### src/rtl/dwnstrm_pkg.sv
// Shared widths, FSM state encoding and request record for the downstream
// order-processor scheduler.
package dwnstrm_pkg;

   localparam int CLIENT_ID_W = 5;
   localparam int AMOUNT_W    = 16;
   localparam int RESULT_W    = 16;
   localparam int SETTLE_W    = 8;
   localparam int OP_COUNT_W  = 16;

   typedef enum logic [1:0] {
      IDLE,
      ISSUE,
      SETTLE,
      RESP
   } dwnstrm_state_t;

   typedef struct packed {
      logic [CLIENT_ID_W-1:0] client_id;
      logic [AMOUNT_W-1:0]    amount;
   } dwnstrm_req_t;

   // The counter counts down to zero inclusive, so it starts one below the window.
   function automatic logic [SETTLE_W-1:0] settle_load(input int cycles);
      return SETTLE_W'(cycles - 1);
   endfunction

endpackage

### src/rtl/dwnstrm_sched_rr_arbiter.sv
// Round-robin arbiter: combinational one-hot grant searched from the slot after
// the last winner; the pointer moves only when a grant is actually taken.
module rr_arbiter #(
   parameter int NUM_REQ = 4
) (
   input  logic                       clk,
   input  logic                       rst,
   input  logic [NUM_REQ-1:0]         req,
   input  logic                       enable,
   output logic [NUM_REQ-1:0]         grant,
   output logic [$clog2(NUM_REQ)-1:0] grant_idx
);

   localparam int IDX_W = $clog2(NUM_REQ);

   logic [IDX_W-1:0] last_grant;
   logic [IDX_W-1:0] cand_idx;
   logic             found;
   int               cand;

   always_comb begin
      grant     = '0;
      grant_idx = '0;
      found     = 1'b0;
      cand      = 0;
      cand_idx  = '0;
      for (int k = 1; k <= NUM_REQ; k++) begin
         cand     = (int'(last_grant) + k) % NUM_REQ;
         cand_idx = IDX_W'(cand);
         if (!found && req[cand_idx]) begin
            found           = 1'b1;
            grant_idx       = cand_idx;
            grant[cand_idx] = enable;
         end
      end
   end

   // Reset points at the last slot so requester 0 wins first.
   always_ff @(posedge clk or posedge rst) begin
      if (rst) begin
         last_grant <= IDX_W'(NUM_REQ - 1);
      end else if (enable && |req) begin
         last_grant <= grant_idx;
      end
   end

endmodule

### src/rtl/dwnstrm_sched.sv
// Shares one downstream order processor between NUM_REQ requesters: grant,
// issue with a start strobe, hold inputs for a settle window, return the result.
module dwnstrm_sched
   import dwnstrm_pkg::*;
#(
   parameter int                    NUM_REQ       = 4,
   parameter int                    SETTLE_CYCLES = 4,
   parameter logic [OP_COUNT_W-1:0] OP_COUNT_RST  = '0
) (
   input  logic                            clk,
   input  logic                            rst,
   input  logic [NUM_REQ-1:0]              req_valid,
   output logic [NUM_REQ-1:0]              req_ready,
   input  logic [NUM_REQ*CLIENT_ID_W-1:0]  req_client_id,
   input  logic [NUM_REQ*AMOUNT_W-1:0]     req_amount,
   output logic [CLIENT_ID_W-1:0]          dp_client_id,
   output logic [AMOUNT_W-1:0]             dp_amount,
   output logic                            dp_start,
   input  logic [RESULT_W-1:0]             dp_cancelled_orders,
   output logic                            rsp_valid,
   input  logic                            rsp_ready,
   output logic [$clog2(NUM_REQ)-1:0]      rsp_req_idx,
   output logic [CLIENT_ID_W-1:0]          rsp_client_id,
   output logic [RESULT_W-1:0]             rsp_cancelled,
   output logic                            busy,
   output logic [OP_COUNT_W-1:0]           op_count
);

   localparam int IDX_W = $clog2(NUM_REQ);

   dwnstrm_state_t      state_q, state_d;
   dwnstrm_req_t        reqs [NUM_REQ];
   logic [NUM_REQ-1:0]  grant;
   logic [IDX_W-1:0]    grant_idx;
   logic                arb_en;
   logic                xfer;
   logic                settle_done;
   logic [SETTLE_W-1:0] settle_cnt;

   always_comb begin
      for (int i = 0; i < NUM_REQ; i++) begin
         reqs[i].client_id = req_client_id[i*CLIENT_ID_W +: CLIENT_ID_W];
         reqs[i].amount    = req_amount[i*AMOUNT_W +: AMOUNT_W];
      end
   end

   // Reset also masks the grant so every output reads zero while rst is held.
   assign arb_en = (state_q == IDLE) && !rst;

   rr_arbiter #(
      .NUM_REQ (NUM_REQ)
   ) u_arb (
      .clk       (clk),
      .rst       (rst),
      .req       (req_valid),
      .enable    (arb_en),
      .grant     (grant),
      .grant_idx (grant_idx)
   );

   assign req_ready     = grant;
   assign xfer          = |grant;
   assign settle_done   = (state_q == SETTLE) && (settle_cnt == '0);
   assign rsp_client_id = dp_client_id;

   always_ff @(posedge clk or posedge rst) begin
      if (rst) begin
         state_q <= IDLE;
      end else begin
         state_q <= state_d;
      end
   end

   always_comb begin
      state_d   = state_q;
      dp_start  = 1'b0;
      rsp_valid = 1'b0;
      busy      = 1'b1;
      case (state_q)
         IDLE: begin
            busy = 1'b0;
            if (xfer) state_d = ISSUE;
         end
         ISSUE: begin
            dp_start = 1'b1;
            state_d  = SETTLE;
         end
         SETTLE: begin
            if (settle_done) state_d = RESP;
         end
         RESP: begin
            rsp_valid = 1'b1;
            if (rsp_ready) state_d = IDLE;
         end
         default: state_d = IDLE;
      endcase
   end

   // Processor inputs persist past the response so the slow side never sees them drop.
   always_ff @(posedge clk or posedge rst) begin
      if (rst) begin
         dp_client_id  <= '0;
         dp_amount     <= '0;
         rsp_req_idx   <= '0;
         rsp_cancelled <= '0;
         settle_cnt    <= '0;
         op_count      <= OP_COUNT_RST;
      end else begin
         if (xfer) begin
            dp_client_id <= reqs[grant_idx].client_id;
            dp_amount    <= reqs[grant_idx].amount;
            rsp_req_idx  <= grant_idx;
         end
         if (state_q == ISSUE) begin
            settle_cnt <= settle_load(SETTLE_CYCLES);
         end else if (state_q == SETTLE && settle_cnt != '0) begin
            settle_cnt <= settle_cnt - SETTLE_W'(1);
         end
         if (settle_done) begin
            rsp_cancelled <= dp_cancelled_orders;
         end
         if (rsp_valid && rsp_ready) begin
            op_count <= op_count + OP_COUNT_W'(1);
         end
      end
   end

endmodule

### config.mk
export PLATFORM = sky130hd
export DESIGN_NAME = dwnstrm_sched
export DESIGN_NICKNAME = d
export VERILOG_FILES = /design/src/rtl/dwnstrm_pkg.sv /design/src/rtl/dwnstrm_sched_rr_arbiter.sv /design/src/rtl/dwnstrm_sched.sv
export SDC_FILE = /design/constraint.sdc
export NUM_CORES = 1
export LEC_CHECK = 0
export BUFFER_PORTS_ARGS = -buffer_cell sky130_fd_sc_hd__buf_4
export CAP_MARGIN = 0
export CORE_MARGIN = 2
export CORE_UTILIZATION = 48
export CTS_CLUSTER_SIZE = 14
export DETAILED_ROUTE_END_ITERATION = 7
export GPL_TIMING_DRIVEN = 0
export HOLD_SLACK_MARGIN = 0.06
export PLACE_DENSITY = 0.81
export SLEW_MARGIN = 5
export SYNTH_ARGS = -nofsm -noshare
export SYNTH_HDL_FRONTEND = slang
export SYNTH_SLANG_ARGS = --single-unit
export TNS_END_PERCENT = 1
### constraint.sdc
create_clock -name clk -period 4.08 [get_ports clk]
set_input_delay 0.816 -clock clk [delete_from_list [all_inputs] [get_ports clk]]
set_output_delay 0.816 -clock clk [all_outputs]
set_load 0.01 [all_outputs]
; ---- Word-level counts from Yosys, hierarchy flattened
; Index checks and enable logic that the tools add are counted.
[classes]
eq_ne = 6
muxes = 42
order_cmp = 9
div_mod_pow = 0
n_reduce_logical = 23
shifts = 0
add_sub_neg = 6
bitwise = 2
multipliers = 0
[ops]
columns = op, count
row1 = binary-select mux 21 bit (select 2 bit), 1
row2 = 2-to-1 mux 21 bit, 2
row3 = adder 16 x 1 -> 16 bit (second input constant), 1
row4 = 2-to-1 mux 4 bit, 4
row5 = 2-to-1 mux 8 bit, 2
row6 = 2-to-1 mux 1 bit, 14
row7 = 2-to-1 mux 2 bit, 7
row8 = bitwise mux 4 bit, 3
row9 = logical AND 1 bit, 12
row10 = < comparator 2 x 3 -> 1 bit (second input constant), 4
row11 = binary-select mux 1 bit (select 2 bit), 4
row12 = demux 1 bit (select 2 bit), 4
row13 = >= comparator 2 x 1 -> 1 bit (second input constant), 4
row14 = zero test 8 bit, 1
row15 = one-hot mux 2 bit (4 select lines), 1
row16 = nonzero test 8 bit, 1
row17 = OR reduction 4 bit, 2
row18 = subtractor 8 x 1 -> 8 bit (second input constant), 1
row19 = != test 2 bit (second input constant), 3
row20 = adder 2 x 1 -> 2 bit (second input constant), 2
row21 = adder 2 bit (second input constant), 2
row22 = AND 4 bit, 1
row23 = == test 2 bit (second input constant), 2
row24 = zero test 1 bit, 4
row25 = 6 further kinds, 6
[totals]
latchBits = 0
mem_count = 0
word_cells = 96
ramBits = 0
romBits = 0
regBits = 67

; ---- Longest topological paths before layout
[logic_depth]
word_depth = 17
ltp_mapped = 12
depth_no_buf = 9

; ---- Cells and area by module
; A second synthesis with hierarchy kept.
[hier_totals]
cells_unflattened = 334
hier_area_um2 = 4116.4
[by_module_without_submodules]
columns = module, seq_area_each_um2, area_each_um2, instances, cells_per_inst
row1 = dwnstrm_sched, 1626.6, 3342.0, 1, 236
row2 = rr_arbiter, 52.6, 774.5, 1, 98

; ---- Worst setup path before layout
; OpenSTA, ideal clock, no wires.
[synth_timing]
path_kind = input to output
start = input rst
end = output req_ready[0]
setup_slack_ps = 270
stages = 3
t_required_ps = 3264
arrival_time_ps = 2994
path_buffers = 0
cell_sequence = inv_1 > nand2_1 > a21oi_1
[synth_via]
elab_chain_cells = 10
[synth_rtl]
columns = element, line
row1 = start: declaration, dwnstrm_sched.sv:11  ; input logic rst,
row2 = zero test 1 bit (no source line) (*), --
row3 = logical AND 1 bit (*), dwnstrm_sched.sv:48  ; assign arb_en = (state_q == IDLE) && !rst;
row4 = AND 4 bit (no source line), --
row5 = 2-to-1 mux 4 bit, dwnstrm_sched_rr_arbiter.sv:30  ; if (!found && req[cand_idx]) begin
row6 = bitwise mux 4 bit, dwnstrm_sched_rr_arbiter.sv:33  ; grant[cand_idx] = enable;
row7 = 2-to-1 mux 4 bit, dwnstrm_sched_rr_arbiter.sv:30
row8 = bitwise mux 4 bit, dwnstrm_sched_rr_arbiter.sv:33
row9 = 2-to-1 mux 4 bit, dwnstrm_sched_rr_arbiter.sv:30
row10 = bitwise mux 4 bit, dwnstrm_sched_rr_arbiter.sv:33
row11 = 2-to-1 mux 4 bit (*), dwnstrm_sched_rr_arbiter.sv:30
row12 = end: declaration, dwnstrm_sched.sv:13  ; output logic [NUM_REQ-1:0] req_ready,
; Every way passes the cells marked *; elsewhere a longest branch is shown, timed or not.

; ---- Final worst setup path
[layout_timing]
start = register u_arb.last_grant[0]
end = output req_ready[1]
[layout_via]
elab_chain_cells = 13
[layout_rtl]
columns = element, line
row1 = start: declaration, dwnstrm_sched_rr_arbiter.sv:16  ; logic [IDX_W-1:0] last_grant;
row2 = start signal: assignment, dwnstrm_sched_rr_arbiter.sv:41  ; last_grant <= IDX_W'(NUM_REQ - 1);
row3 = start signal: assignment, dwnstrm_sched_rr_arbiter.sv:43  ; last_grant <= grant_idx;
row4 = adder 2 x 1 -> 2 bit, dwnstrm_sched_rr_arbiter.sv:28  ; cand = (int'(last_grant) + k) % NUM_REQ;
row5 = < comparator 2 x 3 -> 1 bit (not written as such) (tied with other cells), dwnstrm_sched_rr_arbiter.sv:33
row6 = logical AND 1 bit (not written as such) or 2-to-1 mux 1 bit (tied branches), "dwnstrm_sched_rr_arbiter.sv:33, dwnstrm_sched_rr_arbiter.sv:30"
row7 = 2-to-1 mux 1 bit (on tied branches), "dwnstrm_sched_rr_arbiter.sv:33, dwnstrm_sched_rr_arbiter.sv:30"
row8 = demux 1 bit (select 2 bit) or zero test 1 bit (tied branches), --
row9 = AND 4 bit (no source line) or logical AND 1 bit (tied branches), --
row10 = 2-to-1 mux 4 bit or 2-to-1 mux 1 bit (tied branches), dwnstrm_sched_rr_arbiter.sv:30
row11 = bitwise mux 4 bit or zero test 1 bit (tied branches), "dwnstrm_sched_rr_arbiter.sv:33, dwnstrm_sched_rr_arbiter.sv:30"
row12 = 2-to-1 mux 4 bit or logical AND 1 bit (tied branches), dwnstrm_sched_rr_arbiter.sv:30
row13 = bitwise mux 4 bit or 2-to-1 mux 1 bit (tied branches), "dwnstrm_sched_rr_arbiter.sv:33, dwnstrm_sched_rr_arbiter.sv:30"
row14 = 2-to-1 mux 4 bit or zero test 1 bit (tied branches), dwnstrm_sched_rr_arbiter.sv:30
row15 = bitwise mux 4 bit or logical AND 1 bit (tied branches), "dwnstrm_sched_rr_arbiter.sv:33, dwnstrm_sched_rr_arbiter.sv:30"
row16 = 2-to-1 mux 4 bit (*), dwnstrm_sched_rr_arbiter.sv:30
; Every way passes the cells marked *; elsewhere a longest branch is shown, timed or not. The select of a mux whose other input is x is not followed.

==> summary.txt <==
Run status
  – Status: completed

Logic synthesis
  – Synth cell types: 47
  – Synth Flop Type: dfrtp_1
  – Syn_nets: 431
  – Post-synth EDFFs: 0
  – Avg Inst Size Synth: 12.9 um2
  – Post-Syn Area: 3960 um2
  – Async S/R FF share, synth: 100%
  – Post-synthesis sequential area ratio: 42.4%
  – Synth Register Bits: 67
  – Synth Warn #: 0
  – Mapped Cells: 308

Setup path
  – Crit path to: req_ready[1]
  – Reg-to-Reg Start: u_arb.last_grant[0]
  – Setup crit end kind: primary output
  – WP depth: 9
  – Max stage delay cell, worst path: dfstp_2
  – R2r setup slk: between 0.3 and 0.4 ns
  – CP startpoint kind: register
  – Worst Setup SP: u_arb.last_grant[0]
  – Worst Reg-to-Reg Cells: 10
  – CP Cell Sequence: buf_6, inv_1, ha_1, buf_2, mux4_2, nor4b_4, nand2_1, a21oi_1, buf_4
  – Critical path class: reg2out
  – Top Family by Delay on Critical Path: buffers and inverters
  – CP bufs+invs: 4
  – Worst r2r dst: dp_client_id[4]
  – Worst path max stage delay: 0.59 ns
  – Crit path max fanout: 10
  – Critical Path AT: 2.96 ns
  – WP data required: approximately 3.3 ns

Timing
  – Final-report setup violation count: 0
  – Max-slew violations: 0
  – Worst Clk Skew: roughly 0.0074 ns
  – Slew headroom: 45.3%
  – Fmax achieved: 265 MHz
  – Slew @ Worst Pin: 0.821 ns
  – TNS Setup: 0 ns
  – Unrepaired setup endpoints after global routing: false
  – Fin. Hold Viols: 0
  – Final period utilization: 92.6%
  – Post-layout min period: 3.78 ns

Global route
  – First-pass GRT wire length: ~14,000 um
  – Largest net degree at the start of global routing: 69
  – Initial antenna violation count: 0
  – Gr usage total: 20.7%
  – Grt ovf: 0
  – Vias in the first global route: 3,032

Clocking
  – Worst skew pair latency: between 0.3 and 0.4 ns
  – Hold-fix buffers, CTS: 0
  – Number of H-tree levels: 3
  – CTS sink cnt: 67
  – CTS clk-pin slew, worst paths: ~0.08 ns
  – CTS Buf Count: 9
  – CTS Root Cell: clkbuf_8
  – CTS tree: done
  – Max clock buf depth: 2

Cells and area
  – Nets: about 610
  – Layout fillers: roughly 630
  – Synth-to-Final Area Change: 41.0%
  – Final instance area: around 5600 um2
  – # diodes: 0
  – Commonest cells after routing, fill and taps aside: buf_4, dfrtp_1, mux2_2
  – Layout cells sized above 1: 51.7%
  – Most common cell after layout, fill and taps aside: buf_4

Drt
  – Vias per inst: about 5.3
  – DRC errors left: 0
  – Final ANT Viol Nets: 0
  – First-pass DRT Iterations: 4
  – Vias post-DR: 3,166
  – WL/cell: 15.5 um
  – WL final: 9300 um
  – 1st-iter DRT viols: 62

Floorplanning
  – IO Pins: 174
  – Initial Utilization: 48.9%
  – Die height: 94.8 um
  – Row count: 33
  – Die footprint: 9000 um2
  – Core region area: 8090 um2
  – Die width: around 95 um

Power
  – Leak: about 2.7 nW
  – Maximum VDD drop: about 0.56 mV
  – Power per cell area: roughly 760 nW/um2

Placement
  – # port buffers: 172
  – GPL Wtd Cong: 0.821
  – Placed instance area: 5390 um2
  – Hpwl dp: 7210 um

Hold path
  – HP Class: reg2reg
  – Hold path start: op_count[15]

Job
  – Max Cap Viol: 0
registers in the layout (all words and copies together), names as in the netlist:
name	cells
settle_cnt	8
rsp_cancelled	16
state_q	2
dp_client_id	5
op_count	16
u_arb.last_grant	2
rsp_req_idx	2
dp_amount	16
stage by stage:
step                      hold slack [ns]  worst slack (ns)  total power, mW  util [%]  std cells
final                               0.474             0.302             4.23      69.0        600
after CTS                           0.476            0.0703             4.27      69.0        601
after global placement              0.460            -0.720             3.60      66.5        585
after global routing                0.482            0.0856             4.51      69.0        600
after detailed placement            0.461             0.101             3.69      66.6        585
after floorplan                     0.475             0.270             2.85         -        308
kinds of logic after synthesis:
family,after synthesis,synth area share [%]
adders and majority gates,16,5.05
AOI/OAI and AO/OA,33,5.88
muxes,69,28.3
buffers and inverters,39,5.43
xor gates and xnor gates,21,4.64
DFF,67,42.4
and+or+nand+nor,63,8.31
power by group:
part	switching, mW	leakage [nW]	internal, mW	total, mW
sequential	0.200	0.812	0.952	1.15
combinational	1.11	1.81	1.40	2.51
clock	0.263	0.0987	0.299	0.562
worst min path at each step:
stage               cells after the start  slack, ns            end
floorplan                               1       0.48  settle_cnt[1]
global placement                        1       0.46   op_count[15]
detailed placement                      1       0.46   op_count[15]
CTS                                     1       0.48   op_count[15]
global route                            1       0.48   op_count[15]
finish                                  1       0.47   op_count[15]
Yosys cell counts (all sizes together) (2+ instances only):
cell type  instances  share of area (%)
o211ai             2               0.51
mux2i              4                1.0
nor3               3               0.38
nand2b             2               0.32
or4                2               0.47
nand3              4               0.51
nor3b              3               0.57
mux2              40                 11
nand4              4               0.63
xnor2             15                3.3
clkbuf             3               0.28
a21o               3               0.57
dfrtp             65                 41
nor4b              2               0.82
o22ai              3               0.47
nor2              20                1.9
dfstp              2                1.3
nand2             17                1.6
buf               16                3.3
xor2               6                1.3
inv               20                1.9
or3                2               0.32
a221oi             2               0.44
o21ai              8                1.0
mux4              25                 16
a21oi             10                1.5
ha                16                5.1
layout make-up:
class                           count  area [um2]  area share [%]
Buffer                             18         136            2.44
Multi-Input combinational cell    202        2070            37.0
Timing Repair Buffer              172        1290            23.1
Clock buffer                       10         138            2.46
Inverter                           20        77.6            1.39
Clock inverter                      6        63.8            1.14
Sequential cell                    67        1680            30.1
Tap cell                          105         131            2.35
per-layer routing:
metal / GRT usage (%) / vias to the layer above / share of wire, %
li1: - / 1500 / -
met1: 26.1 / 1532 / 40
met2: 35.2 / 112 / 52
met3: 4.31 / 22 / 5.9
met4: 7.49 / 0 / 1.6
met5: 0 / - / 0
what timing repair did:
item,in CTS,in global routing
gates resized for setup,0,0
buffers inserted,0,0
endpoints found under the setup margin,0,22
Power figures use the tool's default switching activity.
